==> config.mk <==
export PLATFORM = sky130hd
export DESIGN_NAME = robot_navigator_flat
export DESIGN_NICKNAME = d
export VERILOG_FILES = /design/src/rtl/robot_navigator_if.sv /design/src/rtl/robot_navigator.sv /design/src/flat_wrapper.sv
export SDC_FILE = /design/constraint.sdc
export NUM_CORES = 1
export LEC_CHECK = 0
export ABC_CLOCK_PERIOD_IN_PS = 2650
export CAP_MARGIN = 30
export CELL_PAD_IN_SITES_DETAIL_PLACEMENT = 1
export CELL_PAD_IN_SITES_GLOBAL_PLACEMENT = 2
export CORE_ASPECT_RATIO = 0.75
export CORE_UTILIZATION = 29
export DETAILED_ROUTE_END_ITERATION = 12
export PLACE_DENSITY = 0.75
export SETUP_SLACK_MARGIN = 0.2
export SYNTH_ARGS = -nofsm -noshare
export SYNTH_HDL_FRONTEND = slang
export SYNTH_SLANG_ARGS = --single-unit
==> constraint.sdc <==
create_clock -name clock -period 2.65 [get_ports clock]
set_clock_uncertainty 0.1 [all_clocks]
set_input_delay 0.3975 -clock clock [delete_from_list [all_inputs] [get_ports clock]]
set_output_delay 0.3975 -clock clock [all_outputs]
set_load 0.005 [all_outputs]
==> src/rtl/robot_navigator_if.sv <==
// Sensor/command bundle between a navigation controller and its driver.
// The master side presents step pulses and sensor readings and observes the decisions.
interface robot_navigator_if;
  logic        step;
  logic        head;
  logic        left;
  logic        under;
  logic        barrier;
  logic        front;
  logic        turn;
  logic        remove;
  logic [2:0]  state;
  logic        done;
  logic        stuck;
  logic [15:0] move_count;

  modport master (
    output step, head, left, under, barrier,
    input  front, turn, remove, state, done, stuck, move_count
  );

  modport slave (
    input  step, head, left, under, barrier,
    output front, turn, remove, state, done, stuck, move_count
  );
endinterface

==> src/rtl/robot_navigator.sv <==
// Left-hand wall-following navigator: one decision per step pulse, trash removal, goal halt.
// Optional macro NAV_STUCK_DETECT_EN halts in STUCK after 12 consecutive turning steps without progress.
module robot_navigator (
  input  logic               clock,
  input  logic               reset,
  robot_navigator_if.slave   nav
);

  typedef enum logic [2:0] {
    FOLLOW     = 3'd0,
    ADVANCE    = 3'd1,
    RIGHT_TURN = 3'd2,
    REMOVE     = 3'd3,
    DONE       = 3'd4,
    STUCK      = 3'd5
  } state_t;

  state_t      state_q, state_d;
  logic        front_q, front_d;
  logic        turn_q, turn_d;
  logic        remove_q, remove_d;
  logic [1:0]  remaining_q, remaining_d;
  logic [15:0] move_count_q;

  // Wall-following decision shared by FOLLOW and by REMOVE once the trash is gone.
  state_t      fol_state;
  logic        fol_front, fol_turn, fol_remove;
  logic        fol_right;

  always_comb begin
    // NOTE: every combinational output gets a default first so no path leaves it unassigned (no latch).
    fol_state  = FOLLOW;
    fol_front  = 1'b0;
    fol_turn   = 1'b0;
    fol_remove = 1'b0;
    fol_right  = 1'b0;
    if (nav.under) begin
      fol_state = DONE;
    end else if (nav.barrier) begin
      fol_state  = REMOVE;
      fol_remove = 1'b1;
    end else if (!nav.left) begin
      fol_state = ADVANCE;
      fol_turn  = 1'b1;
    end else if (!nav.head) begin
      fol_front = 1'b1;
    end else begin
      fol_state = RIGHT_TURN;
      fol_turn  = 1'b1;
      fol_right = 1'b1;
    end
  end

`ifdef NAV_STUCK_DETECT_EN
  logic [3:0] stuck_cnt_q, stuck_cnt_d;
`endif

  always_comb begin
    state_d     = state_q;
    front_d     = 1'b0;
    turn_d      = 1'b0;
    remove_d    = 1'b0;
    remaining_d = remaining_q;
    case (state_q)
      FOLLOW: begin
        state_d  = fol_state;
        front_d  = fol_front;
        turn_d   = fol_turn;
        remove_d = fol_remove;
        if (fol_right) remaining_d = 2'd2;
      end
      ADVANCE: begin
        if (nav.under) begin
          state_d = DONE;
        end else if (nav.barrier) begin
          state_d  = REMOVE;
          remove_d = 1'b1;
        end else begin
          state_d = FOLLOW;
          front_d = !nav.head;
        end
      end
      RIGHT_TURN: begin
        turn_d      = 1'b1;
        remaining_d = remaining_q - 2'd1;
        state_d     = (remaining_q <= 2'd1) ? FOLLOW : RIGHT_TURN;
      end
      REMOVE: begin
        if (!nav.under && nav.barrier) begin
          remove_d = 1'b1;
        end else begin
          // With barrier low the shared decision never takes its barrier branch.
          state_d  = fol_state;
          front_d  = fol_front;
          turn_d   = fol_turn;
          remove_d = fol_remove;
          if (fol_right) remaining_d = 2'd2;
        end
      end
      DONE, STUCK: state_d = state_q;
      default:     state_d = FOLLOW;
    endcase

`ifdef NAV_STUCK_DETECT_EN
    stuck_cnt_d = stuck_cnt_q;
    if (turn_d && stuck_cnt_q == 4'd11) begin
      state_d = STUCK;
      turn_d  = 1'b0;
    end else if (front_d || remove_d) begin
      stuck_cnt_d = 4'd0;
    end else if (turn_d) begin
      stuck_cnt_d = stuck_cnt_q + 4'd1;
    end
`endif
  end

  always_ff @(posedge clock) begin
    // NOTE: sequential state uses non-blocking assignments so all registers update from pre-edge values.
    if (reset) begin
      state_q      <= FOLLOW;
      front_q      <= 1'b0;
      turn_q       <= 1'b0;
      remove_q     <= 1'b0;
      remaining_q  <= 2'd0;
      move_count_q <= 16'd0;
`ifdef NAV_STUCK_DETECT_EN
      stuck_cnt_q  <= 4'd0;
`endif
    end else if (nav.step) begin
      state_q     <= state_d;
      front_q     <= front_d;
      turn_q      <= turn_d;
      remove_q    <= remove_d;
      remaining_q <= remaining_d;
      if (front_d && move_count_q != 16'hFFFF) move_count_q <= move_count_q + 16'd1;
`ifdef NAV_STUCK_DETECT_EN
      stuck_cnt_q <= stuck_cnt_d;
`endif
    end
  end

  assign nav.front      = front_q;
  assign nav.turn       = turn_q;
  assign nav.remove     = remove_q;
  assign nav.state      = state_q;
  assign nav.done       = (state_q == DONE);
  assign nav.move_count = move_count_q;
`ifdef NAV_STUCK_DETECT_EN
  assign nav.stuck      = (state_q == STUCK);
`else
  assign nav.stuck      = 1'b0;
`endif

endmodule

==> src/flat_wrapper.sv <==
// flat-port wrapper written by rule: the top's interface ports become plain ports
module robot_navigator_flat 
  (clock, reset, nav_step, nav_head, nav_left, nav_under, nav_barrier, nav_front, nav_turn, nav_remove, nav_state, nav_done, nav_stuck, nav_move_count);
  robot_navigator_if nav_i ();
  input  logic clock;
  input  logic reset;
  input wire logic [$bits(nav_i.step)-1:0] nav_step;
  input wire logic [$bits(nav_i.head)-1:0] nav_head;
  input wire logic [$bits(nav_i.left)-1:0] nav_left;
  input wire logic [$bits(nav_i.under)-1:0] nav_under;
  input wire logic [$bits(nav_i.barrier)-1:0] nav_barrier;
  output wire logic [$bits(nav_i.front)-1:0] nav_front;
  output wire logic [$bits(nav_i.turn)-1:0] nav_turn;
  output wire logic [$bits(nav_i.remove)-1:0] nav_remove;
  output wire logic [$bits(nav_i.state)-1:0] nav_state;
  output wire logic [$bits(nav_i.done)-1:0] nav_done;
  output wire logic [$bits(nav_i.stuck)-1:0] nav_stuck;
  output wire logic [$bits(nav_i.move_count)-1:0] nav_move_count;
  assign nav_i.step = nav_step;
  assign nav_i.head = nav_head;
  assign nav_i.left = nav_left;
  assign nav_i.under = nav_under;
  assign nav_i.barrier = nav_barrier;
  assign nav_front = nav_i.front;
  assign nav_turn = nav_i.turn;
  assign nav_remove = nav_i.remove;
  assign nav_state = nav_i.state;
  assign nav_done = nav_i.done;
  assign nav_stuck = nav_i.stuck;
  assign nav_move_count = nav_i.move_count;
  robot_navigator u_core (.clock(clock), .reset(reset), .nav(nav_i));
endmodule
==> impl_metrics.json <==
{
  "ios": 31,
  "synth.most_common_cell": "dfxtp_1",
  "fillers": 559,
  "ant_nets": 0,
  "final_nets": 206,
  "clk_latency_ns": 0.27,
  "yosys_warnings": 0,
  "critPathRequiredTime_ns": 2.76,
  "rsz0062_at_grt": "false",
  "drive_above_1_share_pct": 11.2,
  "start_util_pct": 30.8,
  "period_share_pct": 82.1,
  "cellInternalPower_uw": 543,
  "grt_use_total_pct": 16.2,
  "met3_usage_pct": 4.12,
  "crit_type": "in -> reg",
  "dr.pass1.iters": 4,
  "synth-seq-cells": 24,
  "cp_cell_sequence": "clkdlybuf4s50_1 > nor3_4 > nand2_4 > a211o_4 > or4_1 > a21oi_1",
  "htree_levels": 1,
  "critPathCaptureType": "register",
  "power_frac_seq_pct": 51.8,
  "numCtsBuffers": 3,
  "finalSetupTns_ns": 0,
  "grt_pass1_wl_mm": 6.28,
  "final-setup-viol-count": 0,
  "die-area_um2": 5120,
  "yosysTopAreaCell": "dfxtp_1",
  "synth_ff_type": "dfxtp_1",
  "yosys-top-cells-count": "dfxtp_1, nor2_1, a21oi_1",
  "post_cts_buffers": 0,
  "syn_to_final_growth_pct": 28.7,
  "grt_max_degree": 15,
  "arrival_ns": 2.29,
  "hold_viol": 0,
  "clk_pin_slew_ns": 0.09,
  "final.setup.worst_slack_ns": 0.475,
  "worst_path_max_delay_cell": "clkdlybuf4s50_1",
  "slew_headroom_pct": 65.0,
  "synth_area_leaders": "dfxtp_1, a21oi_1, nor2_1",
  "max_clock_freq_mhz": 460,
  "ys_seq_area_share_pct": 34.3,
  "worstReg2RegStart": "u_core.nav.move_count[0]$_SDFFE_PP0P_",
  "slowest_delay_ns": 0.54,
  "clkSinkCount": 24,
  "holdCritPathClass": "reg -> reg",
  "rows": 21,
  "power.leakage_nw": 0.616,
  "drtIter0Drc": 79,
  "antenna_found_initial": 0,
  "avgViaCountPerCell": 5.08,
  "synth_edf_count": 0,
  "ys_async_sr_fraction_pct": 0,
  "num_vias": 1286,
  "portBuffers": 29,
  "postRouteWirelength_mm": 3.92,
  "drv_slew": 0,
  "dieHeight_um": 62.2,
  "grtUsageMet2_pct": 25.1,
  "drcViolationCount": 0,
  "dpl.hpwl_mm": 3.06,
  "coreArea_um2": 4550,
  "cts_hold_buf": 0,
  "avgSynthCellArea_um2": 8.60,
  "gp_congestion": 0.818,
  "ir_worst_vdd_mv": 0.169,
  "grt.busiest_layer": "met2",
  "grtUsageMet1_pct": 23.0,
  "ys_types": 49,
  "startpoint": "nav_under",
  "powerDensity_nw_per_um2": 400,
  "yosysTopAreaCellShare_pct": 34.3,
  "synth.cell_area_um2": 1400,
  "fin_crit_ns": 2.18,
  "grt_pass1_vias": 1285,
  "antennaDiodeCount": 0,
  "hold_ws_ns": 0.404,
  "netSwitchingFraction_pct": 24.7,
  "worstSetupStartpointType": "input pin",
  "syn_inst": 163,
  "cts-root-buf": "clkbuf_8",
  "status": "finished, final reports clean",
  "dp_slack_ns": 0.200,
  "worst_slew_pin_slew_ns": 0.520,
  "min_from": "u_core.remaining_q[1]$_SDFFE_PP0P_",
  "power_switching_uw": 178,
  "cts_tree": "built",
  "cts_buffer_depth": 2,
  "synth_nets": 172,
  "cap_violations": 0,
  "die_x_um": 82.3,
  "post_cts_resized": 0,
  "wl_per_cell_um": 15.5,
  "crit_fanout": 8,
  "clockPowerShare_pct": 35.6,
  "overflow": 0,
  "power_frac_comb_pct": 12.6
}
==> registers in the layout (all words and copies together), names as in the netlist <==
| signal | flops |
|---|---|
| u_core.nav.remove | 1 |
| u_core.nav.move_count | 16 |
| u_core.nav.turn | 1 |
| u_core.remaining_q | 2 |
| u_core.nav.state | 3 |
| u_core.nav.front | 1 |
==> final timing paths <==
kind | end | slack (ns) | cells past startpoint
max reg2reg | u_core.nav.move_count[0]$_SDFFE_PP0P_ | 0.62 | 6
min reg2reg | u_core.remaining_q[1]$_SDFFE_PP0P_ | 0.40 | 2
max | u_core.nav.move_count[7]$_SDFFE_PP0P_ | 0.47 | 6
min | u_core.remaining_q[1]$_SDFFE_PP0P_ | 0.40 | 2
==> layout make-up <==
class	instances	area [um2]	area share [%]
Clock buffer	4	55.1	3.05
Inverter	12	45.0	2.50
Multi-Input combinational cell	120	810	44.9
Sequential cell	24	480	26.6
Tap cell	57	71.3	3.95
Timing Repair Buffer	36	343	19.0
==> power groups by stage <==
stage / Clock (mW) / Sequential [mW] / Combinational [mW]
2_1_floorplan: 0 / 0.380 / 0.0500
3_3_place_gp: 0 / 0.382 / 0.0884
3_5_place_dp: 0 / 0.382 / 0.0899
4_1_cts: 0.263 / 0.373 / 0.0905
5_1_grt: 0.276 / 0.374 / 0.0984
6_report: 0.257 / 0.373 / 0.0908
==> routing by layer <==
layer	wire length (um)	share of wire (%)	up-vias
met5	0	0	-
met4	21	0.54	0
met3	140	3.6	4
met2	1760	45	23
met1	2000	51	612
li1	-	-	647
==> worst max-delay path, delay by kind of cell <==
kind / cells / cell delay (ns)
simple gates: 3 / 0.84
buf+inv: 1 / 0.54
compound gates: 2 / 0.50
==> cells in the final DEF (no fill, tap or decap), types with 2 or more instances in the layout <==
cell and n:
buf_4 7, maj3_1 2, inv_1 12, dfxtp_1 24, nor2b_1 7, or3_1 4
xnor2_1 4, o21ai_0 7, nor4_4 2, o31ai_1 2, a31o_1 3, nor4_1 2
nand4_1 7, nand2_1 6, clkbuf_8 4, clkdlybuf4s50_1 29, a21oi_1 14, and2b_2 2
nand3_1 7, and2_1 2, nor2_1 17, a211oi_1 4, a32oi_1 2, ha_1 2
o22ai_1 2
==> metrics by stage <==
step	total power [mW]	utilization, %	instances	cell area (um2)
2_1_floorplan	0.430	-	163	1400
3_3_place_gp	0.470	38.5	249	1750
3_5_place_dp	0.472	38.5	249	1750
4_1_cts	0.727	39.7	253	1800
5_1_grt	0.749	39.7	253	1800
6_report	0.721	39.7	253	1800
==> logic make-up after synthesis <==
family | Yosys count | synth area share (%)
adders and majority gates | 4 | 3.21
buffers and inverters | 19 | 7.95
xor gates and xnor gates | 4 | 2.50
muxes | 2 | 1.52
other | 1 | 0.268
DFF | 24 | 34.3
AOI/OAI and AO/OA | 40 | 19.0
and+or+nand+nor | 69 | 31.2
Power figures use the tool's default switching activity.
